## config.mk

```make
export PLATFORM = sky130hd
export DESIGN_NAME = ray_generator_flat
export DESIGN_NICKNAME = d
export VERILOG_FILES = /design/src/rtl/ray_generator_pkg.sv /design/src/rtl/ray_generator_if.sv /design/src/rtl/ray_generator_vec3_accumulator.sv /design/src/rtl/ray_generator.sv /design/src/flat_wrapper.sv
export SDC_FILE = /design/constraint.sdc
export NUM_CORES = 1
export LEC_CHECK = 0
export ABC_AREA = 1
export CAP_MARGIN = 30
export CORE_MARGIN = 5
export CORE_UTILIZATION = 50
export DETAILED_ROUTE_END_ITERATION = 8
export PLACE_DENSITY = 0.83
export SYNTH_ARGS = -nofsm -noshare
export SYNTH_HDL_FRONTEND = slang
export SYNTH_SLANG_ARGS = --single-unit
```

## constraint.sdc

```tcl
create_clock -name clock -period 7.11 [get_ports clock]
set_input_delay 1.422 -clock clock [delete_from_list [all_inputs] [get_ports clock]]
set_output_delay 1.422 -clock clock [all_outputs]
set_load 0.03 [all_outputs]
```

## src/rtl/ray_generator_pkg.sv

```systemverilog
// ray_pkg: shared types and default widths for the ray generator slice.
//   ray_state_e : frame sequencer states (IDLE / ISSUE / DRAIN)
//   vec3_t      : packed signed 3-component vector, x in the low bits
//   RAY_*_WIDTH : default widths used by the top and the ray interface
package ray_pkg;

  localparam int unsigned RAY_POSITION_WIDTH = 16;
  localparam int unsigned RAY_ADDRESS_WIDTH  = 32;
  localparam int unsigned RAY_COUNT_WIDTH    = 24;

  typedef enum logic [1:0] {
    IDLE  = 2'd0,
    ISSUE = 2'd1,
    DRAIN = 2'd2
  } ray_state_e;

  // Component order matches the flat 3*W ports: x = [W-1:0], y = [2W-1:W], z = [3W-1:2W].
  typedef struct packed {
    logic signed [RAY_POSITION_WIDTH-1:0] z;
    logic signed [RAY_POSITION_WIDTH-1:0] y;
    logic signed [RAY_POSITION_WIDTH-1:0] x;
  } vec3_t;

endpackage

```

## src/rtl/ray_generator_if.sv

```systemverilog
// ray_generator_if: ray issue channel from the generator to the tracer cores.
//   rayValid   : ray fields valid (master -> slave)
//   rayReady   : core accepts the ray (slave -> master)
//   rayQ       : ray origin, 3 x POSITION_WIDTH unsigned
//   rayDir     : ray direction, 3 x POSITION_WIDTH signed
//   rayAddress : destination pixel address
//   rayLast    : final pixel of the frame
interface ray_generator_if
  import ray_pkg::*;
#(
  parameter int unsigned POSITION_WIDTH = RAY_POSITION_WIDTH,
  parameter int unsigned ADDRESS_WIDTH  = RAY_ADDRESS_WIDTH
);

  logic                        rayValid;
  logic                        rayReady;
  logic [3*POSITION_WIDTH-1:0] rayQ;
  logic [3*POSITION_WIDTH-1:0] rayDir;
  logic [ADDRESS_WIDTH-1:0]    rayAddress;
  logic                        rayLast;

  modport master (
    output rayValid,
    input  rayReady,
    output rayQ,
    output rayDir,
    output rayAddress,
    output rayLast
  );

  modport slave (
    input  rayValid,
    output rayReady,
    input  rayQ,
    input  rayDir,
    input  rayAddress,
    input  rayLast
  );

endinterface

```

## src/rtl/ray_generator_vec3_accumulator.sv

```systemverilog
// vec3_accumulator: one 3-component register with load and add-step.
//   i_clk, i_rst_n : clock, synchronous active-low reset (clears the value)
//   i_load         : replace the value with i_load_value (wins over i_add)
//   i_load_value   : 3 x W load vector
//   i_add          : add i_add_value lane-wise (two's complement wrap)
//   i_add_value    : 3 x W step vector
//   o_value        : current register value
//   o_sum          : o_value + i_add_value, lane-wise, combinational
module vec3_accumulator #(
  parameter int unsigned W = 16
) (
  input  logic           i_clk,
  input  logic           i_rst_n,
  input  logic           i_load,
  input  logic [3*W-1:0] i_load_value,
  input  logic           i_add,
  input  logic [3*W-1:0] i_add_value,
  output logic [3*W-1:0] o_value,
  output logic [3*W-1:0] o_sum
);

  logic [3*W-1:0] r_value;
  logic [3*W-1:0] w_sum;

  // Lanes are summed separately so a carry never crosses into the next component.
  always_comb begin
    w_sum = '0;
    for (int unsigned i = 0; i < 3; i++) begin
      w_sum[i*W +: W] = r_value[i*W +: W] + i_add_value[i*W +: W];
    end
  end

  always_ff @(posedge i_clk) begin
    if (!i_rst_n) begin
      r_value <= '0;
    end else if (i_load) begin
      r_value <= i_load_value;
    end else if (i_add) begin
      r_value <= w_sum;
    end
  end

  assign o_value = r_value;
  assign o_sum   = w_sum;

endmodule

```

## src/rtl/ray_generator.sv

```systemverilog
// ray_generator: walks a frame in raster order and issues one ray per pixel.
//   clock, reset  : system clock, synchronous active-low reset
//   start, flush  : frame start pulse, abort pulse (flush wins)
//   frameAddress  : address of pixel (0,0)
//   cameraQ/V/X/Y : origin, pixel (0,0) direction, column step, row step
//   width, height : frame size in pixels; a zero dimension ignores start
//   ready, busy   : idle / frame in progress (issuing or draining)
//   ray           : ray issue channel (ray_generator_if.master)
//   doneStrobe    : one pixel completed by a core
//   frameCycles   : cycles spent busy in the current/last frame
//                   (present only when RAY_GEN_PERF_EN is defined)
module ray_generator
  import ray_pkg::*;
#(
  parameter int unsigned POSITION_WIDTH = RAY_POSITION_WIDTH,
  parameter int unsigned ADDRESS_WIDTH  = RAY_ADDRESS_WIDTH,
  parameter int unsigned COUNT_WIDTH    = RAY_COUNT_WIDTH
) (
  input  logic                        clock,
  input  logic                        reset,
  input  logic                        start,
  input  logic                        flush,
  input  logic [ADDRESS_WIDTH-1:0]    frameAddress,
  input  logic [3*POSITION_WIDTH-1:0] cameraQ,
  input  logic [3*POSITION_WIDTH-1:0] cameraV,
  input  logic [3*POSITION_WIDTH-1:0] cameraX,
  input  logic [3*POSITION_WIDTH-1:0] cameraY,
  input  logic [11:0]                 width,
  input  logic [11:0]                 height,
  output logic                        ready,
  output logic                        busy,
  ray_generator_if.master             ray,
  input  logic                        doneStrobe
`ifdef RAY_GEN_PERF_EN
  ,
  output logic [31:0]                 frameCycles
`endif
);

  ray_state_e r_state;
  ray_state_e w_next;

  logic [3*POSITION_WIDTH-1:0] r_q;
  logic [3*POSITION_WIDTH-1:0] r_x;
  logic [3*POSITION_WIDTH-1:0] r_y;
  logic [11:0]                 r_width;
  logic [11:0]                 r_height;
  logic [11:0]                 r_px;
  logic [11:0]                 r_py;
  logic [ADDRESS_WIDTH-1:0]    r_addr;
  logic [COUNT_WIDTH-1:0]      r_outstanding;

  logic                        w_accept;
  logic                        w_hs;
  logic                        w_row_end;
  logic                        w_last;
  logic                        w_valid;
  logic [3*POSITION_WIDTH-1:0] w_dir;
  logic [3*POSITION_WIDTH-1:0] w_dir_sum;
  logic [3*POSITION_WIDTH-1:0] w_row_dir;
  logic [3*POSITION_WIDTH-1:0] w_row_sum;

  assign w_valid   = (r_state == ISSUE);
  assign w_accept  = start && !flush && (r_state == IDLE) && (width != '0) && (height != '0);
  assign w_hs      = w_valid && ray.rayReady && !flush;
  assign w_row_end = (r_px == r_width - 12'd1);
  assign w_last    = w_row_end && (r_py == r_height - 12'd1);

  always_ff @(posedge clock) begin
    if (!reset) begin
      r_state <= IDLE;
    end else begin
      r_state <= w_next;
    end
  end

  always_comb begin
    w_next = r_state;
    ready  = 1'b0;
    busy   = 1'b1;
    unique case (r_state)
      IDLE: begin
        ready = 1'b1;
        busy  = 1'b0;
        if (w_accept) w_next = ISSUE;
      end
      ISSUE: begin
        if (w_hs && w_last) w_next = DRAIN;
      end
      DRAIN: begin
        if (r_outstanding == '0) w_next = IDLE;
      end
      default: w_next = IDLE;
    endcase
    if (flush) w_next = IDLE;
  end

  always_ff @(posedge clock) begin
    if (!reset) begin
      r_q      <= '0;
      r_x      <= '0;
      r_y      <= '0;
      r_width  <= '0;
      r_height <= '0;
    end else if (w_accept) begin
      r_q      <= cameraQ;
      r_x      <= cameraX;
      r_y      <= cameraY;
      r_width  <= width;
      r_height <= height;
    end
  end

  always_ff @(posedge clock) begin
    if (!reset) begin
      r_px   <= '0;
      r_py   <= '0;
      r_addr <= '0;
    end else if (w_accept) begin
      r_px   <= '0;
      r_py   <= '0;
      r_addr <= frameAddress;
    end else if (w_hs) begin
      if (w_row_end) begin
        r_px <= '0;
        r_py <= r_py + 12'd1;
      end else begin
        r_px <= r_px + 12'd1;
      end
      r_addr <= r_addr + ADDRESS_WIDTH'(1);
    end
  end

  // A handshake and a completion in the same cycle cancel out.
  always_ff @(posedge clock) begin
    if (!reset || flush) begin
      r_outstanding <= '0;
    end else if (w_hs && !doneStrobe) begin
      r_outstanding <= r_outstanding + COUNT_WIDTH'(1);
    end else if (!w_hs && doneStrobe && (r_outstanding != '0)) begin
      r_outstanding <= r_outstanding - COUNT_WIDTH'(1);
    end
  end

  // rowDir exposes rowDir+Y so the pixel direction can reload the next row start
  // in the same cycle rowDir itself steps.
  vec3_accumulator #(.W(POSITION_WIDTH)) u_row_dir (
    .i_clk        (clock),
    .i_rst_n      (reset),
    .i_load       (w_accept),
    .i_load_value (cameraV),
    .i_add        (w_hs && w_row_end),
    .i_add_value  (r_y),
    .o_value      (w_row_dir),
    .o_sum        (w_row_sum)
  );

  vec3_accumulator #(.W(POSITION_WIDTH)) u_dir (
    .i_clk        (clock),
    .i_rst_n      (reset),
    .i_load       (w_accept || (w_hs && w_row_end)),
    .i_load_value (w_accept ? cameraV : w_row_sum),
    .i_add        (w_hs && !w_row_end),
    .i_add_value  (r_x),
    .o_value      (w_dir),
    .o_sum        (w_dir_sum)
  );

  assign ray.rayValid   = w_valid;
  assign ray.rayQ       = r_q;
  assign ray.rayDir     = w_dir;
  assign ray.rayAddress = r_addr;
  assign ray.rayLast    = w_valid && w_last;

`ifdef RAY_GEN_PERF_EN
  logic [31:0] r_frame_cycles;

  always_ff @(posedge clock) begin
    if (!reset || flush || w_accept) begin
      r_frame_cycles <= '0;
    end else if (r_state != IDLE) begin
      r_frame_cycles <= r_frame_cycles + 32'd1;
    end
  end

  assign frameCycles = r_frame_cycles;
`endif

  // The direction accumulator's own sum is not needed; the rowDir sum feeds it instead.
  logic w_unused;
  assign w_unused = ^{w_dir_sum, w_row_dir};

endmodule

```

## src/flat_wrapper.sv

```systemverilog
// flat-port wrapper written by rule: the top's interface ports become plain ports
module ray_generator_flat import ray_pkg::*;
#(
  parameter int unsigned POSITION_WIDTH = RAY_POSITION_WIDTH,
  parameter int unsigned ADDRESS_WIDTH  = RAY_ADDRESS_WIDTH,
  parameter int unsigned COUNT_WIDTH    = RAY_COUNT_WIDTH
)
  (clock, reset, start, flush, frameAddress, cameraQ, cameraV, cameraX, cameraY, width, height, ready, busy, doneStrobe, ray_rayValid, ray_rayReady, ray_rayQ, ray_rayDir, ray_rayAddress, ray_rayLast);
  ray_generator_if #(.POSITION_WIDTH(POSITION_WIDTH), .ADDRESS_WIDTH(ADDRESS_WIDTH)) ray_i ();
  input  logic clock;
  input  logic reset;
  input  logic start;
  input  logic flush;
  input  logic [ADDRESS_WIDTH-1:0] frameAddress;
  input  logic [3*POSITION_WIDTH-1:0] cameraQ;
  input  logic [3*POSITION_WIDTH-1:0] cameraV;
  input  logic [3*POSITION_WIDTH-1:0] cameraX;
  input  logic [3*POSITION_WIDTH-1:0] cameraY;
  input  logic [11:0] width;
  input  logic [11:0] height;
  output logic ready;
  output logic busy;
  input  logic doneStrobe;
  output wire logic [$bits(ray_i.rayValid)-1:0] ray_rayValid;
  input wire logic [$bits(ray_i.rayReady)-1:0] ray_rayReady;
  output wire logic [$bits(ray_i.rayQ)-1:0] ray_rayQ;
  output wire logic [$bits(ray_i.rayDir)-1:0] ray_rayDir;
  output wire logic [$bits(ray_i.rayAddress)-1:0] ray_rayAddress;
  output wire logic [$bits(ray_i.rayLast)-1:0] ray_rayLast;
  assign ray_rayValid = ray_i.rayValid;
  assign ray_i.rayReady = ray_rayReady;
  assign ray_rayQ = ray_i.rayQ;
  assign ray_rayDir = ray_i.rayDir;
  assign ray_rayAddress = ray_i.rayAddress;
  assign ray_rayLast = ray_i.rayLast;
  ray_generator #(.POSITION_WIDTH(POSITION_WIDTH), .ADDRESS_WIDTH(ADDRESS_WIDTH), .COUNT_WIDTH(COUNT_WIDTH)) u_core (.clock(clock), .reset(reset), .start(start), .flush(flush), .frameAddress(frameAddress), .cameraQ(cameraQ), .cameraV(cameraV), .cameraX(cameraX), .cameraY(cameraY), .width(width), .height(height), .ready(ready), .busy(busy), .ray(ray_i), .doneStrobe(doneStrobe));
endmodule
```

==> flow_summary_export.csv <==
group,metric,value,unit
outcome,outcome,"completed",
yosys,ys_warn_count,0,
critical_path,worstPathRequired,5.69,ns
yosys,synth.distinct_cells,45,
sta,finalClockSkew,0.02998,ns
floorplan,fp.dieH,218.7,um
floorplan,core_area,43080,um2
cells_and_area,final_util,63.44,%
cts,cts_made_buffers,41,
placed_design,gp_congestion,0.9690,
sta,period_share,70.76,%
critical_path,path_max_fanout,6,
grt,grt-ovfl-total,0,
yosys,syn_nets,3759,
detailed_routing,ant_nets,0,
yosys,ys_seq_area_share,31.81,%
floorplan,start_util,50.55,%
critical_path,startpoint_type,"register",
grt,grt.total_usage,28.86,%
yosys,synthFlopType,"dfxtp_1",
min_path,hold_depth,2,
cts,ctsHoldBuffers,0,
power,p_int,3.857,mW
yosys,synth.most_common_cell,"nand2_1",
cts,insertion_delay,0.58,ns
detailed_routing,viasPerCell,5.459,
detailed_routing,drt_iter0_drc,2026,
power,leakagePower,12.21,nW
cells_and_area,multi_input_comb_area,13140,um2
grt,grt_antenna_before_repair,4,
cts,cts_num_sinks,346,
sta,maxSlewViolCount,0,
sta,worst_slew_pin_slew,1.035,ns
critical_path,critPathKind,"reg -> out",
detailed_routing,vias,23510,
power,comb_power_share,23.7,%
cts,htree_levels,2,
detailed_routing,first_pass_iters,6,
cts,cts_setup_buffers,0,
cts,postCtsResizedCells,0,
yosys,synthCells,3381,
cells_and_area,final_area,27330,um2
yosys,yosysTopAreaCell,"dfxtp_1",
power,p_seq_share,37.9,%
placed_design,port_buffers,385,
yosys,synth_area_leaders,"dfxtp_1 32%, nand2_1 18%, a21oi_1 8.0%",
power,power.switching,1.814,mW
placed_design,dp_hpwl,54.20,mm
power,peakVddDrop,0.1972,mV
grt,grt_first_pass_wirelength,112.8,mm
cells_and_area,drive_gt1_share,3.336,%
sta,setup_viol,0,
detailed_routing,wl_per_cell,16.89,um
yosys,ys_ff_latch,346,
sta,period_needed,5.031,ns
floorplan,dieArea,47820,um2
cells_and_area,layout.nets,4065,
cells_and_area,fillers,4000,
yosys,synthArstFlopShare,0,%
sta,max_freq,198.8,MHz
sta,rsz0062_at_grt,"no",
yosys,synth_edf_count,0,
power,power_density,207.5,nW/um2
cells_and_area,seqCellArea,6927,um2
placed_design,place_area,25930,um2
cts,clockBufferDepth,3,
sta,setup_tns,0,ns
detailed_routing,drc,0,
job,cap_violations,0,
yosys,netlist_area,21770,um2
critical_path,r2r_cells,15,
power,switching_share,31.99,%
floorplan,rows,76,
yosys,synth_common_cells,"1,056 x nand2_1, 346 x a21oi_1, 346 x dfxtp_1",
detailed_routing,wirelength,72.72,mm
cts,clk_pin_slew,0.06,ns
critical_path,end_kind,"output pin",
yosys,synth.top_cell.area_share,31.81,%
yosys,avgSynthCellArea,6.440,um2
power,clkPwrFrac,38.5,%
grt,grt_pass1_vias,21850,
sta,hold_viol,0,
sta,max_slew_margin,31.03,%
cells_and_area,area_growth,25.50,%
critical_path,arrival,3.61,ns
min_path,hp-class,"reg -> reg",
cts,cts_tree,"built",
floorplan,die_w,218.7,um
grt,grt_max_degree,104,
cts,cts_root_buffer,"clkbuf_16",
floorplan,pin_count,386,
-- sequential cells by signal (all words and copies together) (netlist names) --
signal                    cells
u_core.u_row_dir.o_value     48
u_core.r_px                  12
u_core.r_py                  12
u_core.r_x                   48
u_core.ray.rayQ              48
u_core.r_height              12
u_core.r_y                   48
u_core.r_state                2
u_core.r_width               12
u_core.u_dir.o_value         48
u_core.r_outstanding         24
u_core.ray.rayAddress        32
-- cell type report --
| type | instances | share of cell area, % |
|---|---|---|
| multi-input combinational | 2593 | 48.08 |
| sequential | 346 | 25.35 |
| timing repair buffer | 399 | 14.55 |
| clock buffer | 52 | 4.240 |
| inverter | 306 | 4.240 |
| tap | 585 | 2.679 |
| clock inverter | 21 | 0.8242 |
| antenna | 4 | 0.03663 |
-- cell families after synthesis --
logic type | Yosys count | synth area share (%)
DFF | 346 | 31.81
adders and majority gates | 124 | 7.367
AOI/OAI and AO/OA | 647 | 15.81
and+or+nand+nor | 1721 | 32.95
xor gates and xnor gates | 101 | 4.126
buffers and inverters | 442 | 7.941
-- path summary, 6_finish.rpt --
path	startpoint	endpoint	slack (ns)
worst max-delay path	u_core.r_width[0]	ray_rayLast	2.08
worst min-delay path	u_core.u_row_dir.o_value[4]	u_core.u_row_dir.o_value[4]	0.46
worst max register to register	u_core.r_state[0]	u_core.r_outstanding[23]	3.13
worst min register to register	u_core.u_row_dir.o_value[4]	u_core.u_row_dir.o_value[4]	0.46
-- worst max-delay path, cell delays in order (launching register included) --
cell             delay, ns
dfxtp_1               0.33
inv_2                 0.12
ha_1                  0.23
nand2_1               0.16
nor2_2                0.21
nand3_1               0.16
o21ai_0               0.17
inv_1                 0.05
nor2_1                0.14
nand2_1               0.08
nor2_1                0.47
and3_1                0.24
clkdlybuf4s50_1       0.67
-- placed cells by master, fill, tap and decap left out, types with 14 or more instances in the layout --
cell / n
inv_1: 294
a21o_1: 14
a21oi_1: 346
nand2_1: 1055
o21ai_0: 192
nand4_1: 40
clkbuf_16: 42
xor2_1: 63
o21bai_1: 14
nor4_1: 19
clkdlybuf4s50_1: 384
nor3_1: 42
dfxtp_1: 346
nand3b_1: 18
nand3_1: 261
o21ai_1: 22
xnor2_1: 37
o211ai_1: 19
ha_1: 117
nor2_1: 250
-- power by group through the flow --
stage / clock network (mW) / logic [mW] / registers, mW
CTS: 2.21 / 1.33 / 2.14
floorplan: 0 / 0.790 / 2.24
global route: 2.29 / 1.49 / 2.16
finish: 2.18 / 1.34 / 2.15
detailed placement: 0 / 1.32 / 2.18
global placement: 0 / 1.31 / 2.18
-- through the flow --
step	setup slack (ns)	instances	total power, mW	hold slack [ns]
2_1_floorplan	3.354	3381	3.027	0.4326
3_3_place_gp	1.745	4228	3.493	0.4462
3_5_place_dp	1.700	4229	3.509	0.4485
4_1_cts	2.059	4302	5.689	0.4597
5_1_grt	1.725	4305	5.930	0.4807
6_report	2.079	4306	5.671	0.4585
-- routing by layer --
metal,GRT usage [%],wire length [um],part of all wire [%]
met1,36.52,29680,41
met2,48.84,34370,47
met3,4.156,5013,6.9
met4,13.13,3645,5.0
met5,0,13,0.018
Note: power is estimated with default switching activity, not from simulation.
